`config.mk`:
```
export PLATFORM = sky130hd
export DESIGN_NAME = rf_wb_arbiter
export DESIGN_NICKNAME = d
export VERILOG_FILES = /design/src/rtl/rf_wb_arbiter_pkg.sv /design/src/rtl/rf_wb_arbiter_wb_fifo.sv /design/src/rtl/rf_wb_arbiter.sv
export SDC_FILE = /design/constraint.sdc
export NUM_CORES = 1
export LEC_CHECK = 0
export CORE_MARGIN = 2
export CORE_UTILIZATION = 43
export CTS_CLUSTER_DIAMETER = 150
export DETAILED_ROUTE_END_ITERATION = 6
export PLACE_DENSITY = 0.86
export SYNTH_ARGS = -nofsm -noshare
export SYNTH_HDL_FRONTEND = slang
export SYNTH_SLANG_ARGS = --single-unit
```
`constraint.sdc`:
```
create_clock -name clk -period 4.4 [get_ports clk]
set_input_delay 0.66 -clock clk [delete_from_list [all_inputs] [get_ports clk]]
set_output_delay 0.66 -clock clk [all_outputs]
set_load 0.05 [all_outputs]
```
`src/rtl/rf_wb_arbiter_pkg.sv`:
```
// Shared types and constants for the register-file write-port arbiter.
// The FIFO entry record carries the destination, data and trace PC of one MDU result.
package rf_wb_arbiter_pkg;

  localparam int NUM_REGS = 32;
  localparam logic [4:0] REG_ZERO = 5'd0;

  // Widest trace PC an entry can hold; the top narrows or widens to its PW.
  localparam int PC_W = 32;

  typedef struct packed {
    logic [4:0]      rd;
    logic [31:0]     wd;
    logic [PC_W-1:0] pc;
  } wb_entry_t;

  localparam int ENTRY_W = $bits(wb_entry_t);

endpackage

```
`src/rtl/rf_wb_arbiter_wb_fifo.sv`:
```
// Parametric synchronous FIFO with a combinational head; DEPTH must be a power of two.
// Push while full is accepted only when a pop happens on the same edge.
module wb_fifo #(
  parameter int WIDTH = 8,
  parameter int DEPTH = 2
) (
  input  logic             clk,
  input  logic             reset,
  input  logic             push,
  input  logic [WIDTH-1:0] din,
  input  logic             pop,
  output logic             full,
  output logic             empty,
  output logic [WIDTH-1:0] head
);

  localparam int AW = (DEPTH > 1) ? $clog2(DEPTH) : 1;

  logic [WIDTH-1:0] mem [DEPTH];
  logic [AW-1:0]    wr_ptr;
  logic [AW-1:0]    rd_ptr;
  logic [AW:0]      count;
  logic             do_push;
  logic             do_pop;

  assign full    = (count == (AW+1)'(DEPTH));
  assign empty   = (count == '0);
  assign do_pop  = pop && !empty;
  assign do_push = push && (!full || do_pop);
  assign head    = mem[rd_ptr];

  always_ff @(posedge clk) begin
    if (reset) begin
      wr_ptr <= '0;
      rd_ptr <= '0;
      count  <= '0;
    end else begin
      if (do_push) wr_ptr <= wr_ptr + AW'(1);
      if (do_pop)  rd_ptr <= rd_ptr + AW'(1);
      case ({do_push, do_pop})
        2'b10:   count <= count + (AW+1)'(1);
        2'b01:   count <= count - (AW+1)'(1);
        default: count <= count;
      endcase
    end
  end

  // Storage carries no reset; the pointers define which slots are live.
  always_ff @(posedge clk) begin
    if (do_push) mem[wr_ptr] <= din;
  end

endmodule

```
`src/rtl/rf_wb_arbiter.sv`:
```
// Shares the register-file write port between the W stage (fixed priority) and
// queued MDU results, and tracks outstanding MDU destinations in a busy scoreboard.
module rf_wb_arbiter
  import rf_wb_arbiter_pkg::*;
#(
  parameter int DEPTH = 2,
  parameter int PW    = 32
) (
  input  logic          clk,
  input  logic          reset,
  input  logic          wb_we,
  input  logic [4:0]    wb_a3,
  input  logic [31:0]   wb_wd,
  input  logic [PW-1:0] wb_pc,
  input  logic          iss_valid,
  input  logic [4:0]    iss_rd,
  output logic          iss_ready,
  input  logic          mdu_valid,
  input  logic [4:0]    mdu_rd,
  input  logic [31:0]   mdu_wd,
  input  logic [PW-1:0] mdu_pc,
  output logic          mdu_ready,
  input  logic [4:0]    d_rs,
  input  logic [4:0]    d_rt,
  output logic          d_stall,
  output logic          pipe_hold,
  output logic          rf_we,
  output logic [4:0]    rf_a3,
  output logic [31:0]   rf_wd,
  output logic [PW-1:0] rf_pc
);

  // Handshake: a transfer happens on an edge where valid && ready; mdu_ready and
  // iss_ready depend only on registered state plus the offered destination.

  logic               wb_active;
  logic               fifo_full;
  logic               fifo_empty;
  logic               fifo_push;
  logic               fifo_pop;
  wb_entry_t          fifo_din;
  logic [ENTRY_W-1:0] head_raw;
  wb_entry_t          head;
  logic               iss_fire;
  logic [NUM_REGS-1:0] busy_q;
  logic [NUM_REGS-1:0] busy_d;

  assign wb_active = wb_we && (wb_a3 != REG_ZERO);
  assign mdu_ready = !fifo_full;
  assign fifo_push = mdu_valid && mdu_ready;
  // Queued results never reach the port while reset is asserted, so a reset
  // mid-transfer discards them.
  assign fifo_pop  = !reset && !wb_active && !fifo_empty;

  assign fifo_din.rd = mdu_rd;
  assign fifo_din.wd = mdu_wd;
  assign fifo_din.pc = PC_W'(mdu_pc);
  assign head        = wb_entry_t'(head_raw);

  wb_fifo #(
    .WIDTH (ENTRY_W),
    .DEPTH (DEPTH)
  ) u_fifo (
    .clk   (clk),
    .reset (reset),
    .push  (fifo_push),
    .din   (fifo_din),
    .pop   (fifo_pop),
    .full  (fifo_full),
    .empty (fifo_empty),
    .head  (head_raw)
  );

  always_comb begin
    rf_we = 1'b0;
    rf_a3 = '0;
    rf_wd = '0;
    rf_pc = '0;
    if (wb_active) begin
      rf_we = 1'b1;
      rf_a3 = wb_a3;
      rf_wd = wb_wd;
      rf_pc = wb_pc;
    end else if (fifo_pop && (head.rd != REG_ZERO)) begin
      // A $0 head still pops, but its slot leaves the port idle.
      rf_we = 1'b1;
      rf_a3 = head.rd;
      rf_wd = head.wd;
      rf_pc = PW'(head.pc);
    end
  end

  assign iss_ready = (iss_rd == REG_ZERO) || !busy_q[iss_rd];
  assign iss_fire  = iss_valid && iss_ready && (iss_rd != REG_ZERO);
  assign d_stall   = ((d_rs != REG_ZERO) && busy_q[d_rs]) ||
                     ((d_rt != REG_ZERO) && busy_q[d_rt]);

  // Clear on retirement first so a same-register issue in that cycle wins.
  always_comb begin
    busy_d = busy_q;
    if (fifo_pop && (head.rd != REG_ZERO)) busy_d[head.rd] = 1'b0;
    if (iss_fire) busy_d[iss_rd] = 1'b1;
    busy_d[0] = 1'b0;
  end

  always_ff @(posedge clk) begin
    if (reset) begin
      busy_q    <= '0;
      pipe_hold <= 1'b0;
    end else begin
      busy_q    <= busy_d;
      pipe_hold <= fifo_full && wb_active;
    end
  end

endmodule
```
==> impl_results.md <==
* Outcome: completed
* Worst-Skew Late Latency at 420 ps
* RSZ-0062 raised after global routing: no
* Post-Layout Cell Count at 1117
* DR vias at 6223
* Number of CTS-inserted buffers at 17
* Drt first pass iters at 5
* Syn Inst Count at 650
* GRT Total Usage at 0.220
* Yosys reg bits at 175
* Pre-CTS setup slack at 481 ps
* WL/cell at 19.5 um
* Core area at 18600 um2
* Pwr/cell area at 412 nW/um2
* # IOs at 232
* Dpl cells at 1085
* Max Cap Viol at 0
* Crit. End Element: output port
* Post-synth top flop: edfxtp_1
* Synthesis-to-finish area growth at 46.6%
* CP arrival at 3230 ps
* Total leakage power at 4.08 nW
* Hold Buf Count CTS at 0
* Diodes inserted at 0
* Crit path max fanout at 11
* DR iter-0 viols at 514
* Post-DP HPWL at 15900 um
* Sum Neg Setup Slack at 0 ps
* Fmax at 257 MHz
* FP Rows at 50
* Post-layout util at 0.639
* CTS Buffer Depth at 2
* Setup ws final at 513 ps
* IO buf count at 231
* Peak supply drop at 0.267 mV
* Post-synth cell types at 52
* Post-synth EDFFs at 138
* Vias in the first global route at 6425
* Hold WS at 504 ps
* Top cell type's share of synthesized area at 0.512
* Final period utilization at 0.883
* CP Data Required Time at 3740 ps
* Clock root buffer: clkbuf_16
* H-Tree Depth at 4
* Tmin final at 3890 ps
* # resized after CTS at 0
* Placer Congestion at 0.881
* Netlist Area Pre-Place at 8100 um2
* Full die area at 19900 um2
* Final Skew at 11.3 ps
* Avg Vias per Cell at 5.57
* Post-route cell area at 11900 um2
* CTS clock-pin slew for the worst setup and hold paths at 60 ps
* Placed Area at 11300 um2
* Yosys top cell by area: edfxtp_1
* Relative slew slack at 0.346
* CTS tree: yes
* Initial antenna violation count at 0
* Die width at 141 um
* Synthesized area per cell at 12.5 um2
* Drc violations at 0
* Pwr Total at 4.89 mW
* Worst Setup Path Type: primary input to output port
* Post-layout net count at 1029
* Max-slew violations at 0
* Hold Vio Cnt, Final at 0
* Grt ovf at 0
* Setup-failing EPs final at 0
* Initial Util at 0.436
* Chip Height at 141 um
* First-pass GRT wire length at 34000 um
* WL final at 21800 um
* Post-CTS Setup Inserts at 0
* Post-route ant nets at 0
* Yosys warning count at 0
* Register area share after synthesis at 0.603
* Largest net degree at the start of global routing at 74
* Synth top area cells: edfxtp_1 51%, mux2i_1 9.5%, dfxtp_1 9.1%
* Post-Syn Nets at 809
* Clk sink count at 175
* Tightest Pin Transition at 981 ps
* Share of post-route cells with drive strength above 1 at 0.163
* Async SR Flop Fraction at 0
* Hold Path Class: flop to flop
* Worst setup SP type: primary input
critical path, cell delays in order:
cell and delay [ps]:
clkdlybuf4s50_1 780, mux4_2 570, inv_1 60, a2111oi_0 80
a221oi_1 250, nand4_1 120, clkdlybuf4s50_1 710
path summary, 6_finish.rpt:
path | from | end | slack (ps) | cells after the start
worst max-delay path | d_rt[0] | d_stall | 510 | 7
worst min-delay path | busy_q[3] | busy_q[3] | 500 | 2
worst max register to register | flop | busy_q[15] | 1680 | 5
worst min register to register | busy_q[3] | busy_q[3] | 500 | 2
cell usage in the layout (no fill, tap or decap), types with 3 or more instances in the layout:
cell,count
buf_4,13
nand3_1,8
nand2_1,90
o31ai_1,3
o211ai_1,17
nand4_1,9
or3_1,3
nand2b_1,8
mux4_2,15
a32o_1,5
dfxtp_1,36
nor2b_1,4
o41ai_1,3
nor2_1,17
edfxtp_1,138
o32ai_1,6
mux2i_1,77
nor3b_1,6
inv_1,12
o21ai_0,87
clkdlybuf4s50_1,160
inv_6,5
o311ai_0,5
a2bb2oi_1,3
a21oi_1,7
mux2_2,11
nand3b_1,3
o2bb2ai_1,3
clkbuf_16,17
buf_12,67
state kept, by name (all words and copies together) (netlist names), named ones only:
register,cells
u_fifo.mem,138
busy_q,31
u_fifo.count,2
pipe_hold,1
u_fifo.rd_ptr,1
u_fifo.wr_ptr,1
cell usage after synthesis (all sizes together) (2+ instances only):
library cell	count
a32o	5
nor3	2
nor2	18
o21ai	88
mux2i	77
nand2b	8
o311ai	5
o21a	2
o32ai	6
xnor2	2
or2	2
o2bb2ai	3
o211ai	17
nor2b	4
a2bb2oi	3
a221oi	2
nand2	90
mux4	15
edfxtp	138
o41ai	3
dfxtp	37
nor3b	6
nand4	9
or3	3
mux2	11
a32oi	2
xor2	2
nand3b	3
inv	12
and3	2
a21oi	7
clkbuf	28
nand3	8
a22o	2
buf	11
o31ai	3
or4	3
power breakdown:
group	switching, mW	internal (mW)
logic	0.748	0.574
clock network	0.645	0.851
registers	0.0859	1.99
total	1.48	3.41
per-layer routing:
metal	track usage	share of wire	vias to the layer above
met5	0	0	-
met4	0.0805	0.023	0
met3	0.0652	0.068	38
met2	0.375	0.52	227
met1	0.266	0.39	3013
li1	-	-	2945
logic make-up (layout without fill, tap and decap cells):
group                    count (synthesis)  in the layout  synth area share
AO/OA/AOI/OAI                          155            155             0.121
multiplexers                           103            103             0.152
adder cells (fa/ha/maj)                  1              1           0.00154
AND/OR/NAND/NOR                        161            161            0.0926
flip-flops                             175            175             0.603
buffers and inverters                   51            284            0.0253
XOR/XNOR                                 4              4           0.00433
final cells by class:
class,count,area [um2]
Multi-Input combinational cell,424,3020
Sequential cell,175,4890
Timing Repair Buffer,240,3040
Clock inverter,13,153
Fill cell,1323,6710
Inverter,12,45.0
Clock buffer,19,433
Tap cell,234,293
No activity file was read; power rests on OpenSTA's default activity.
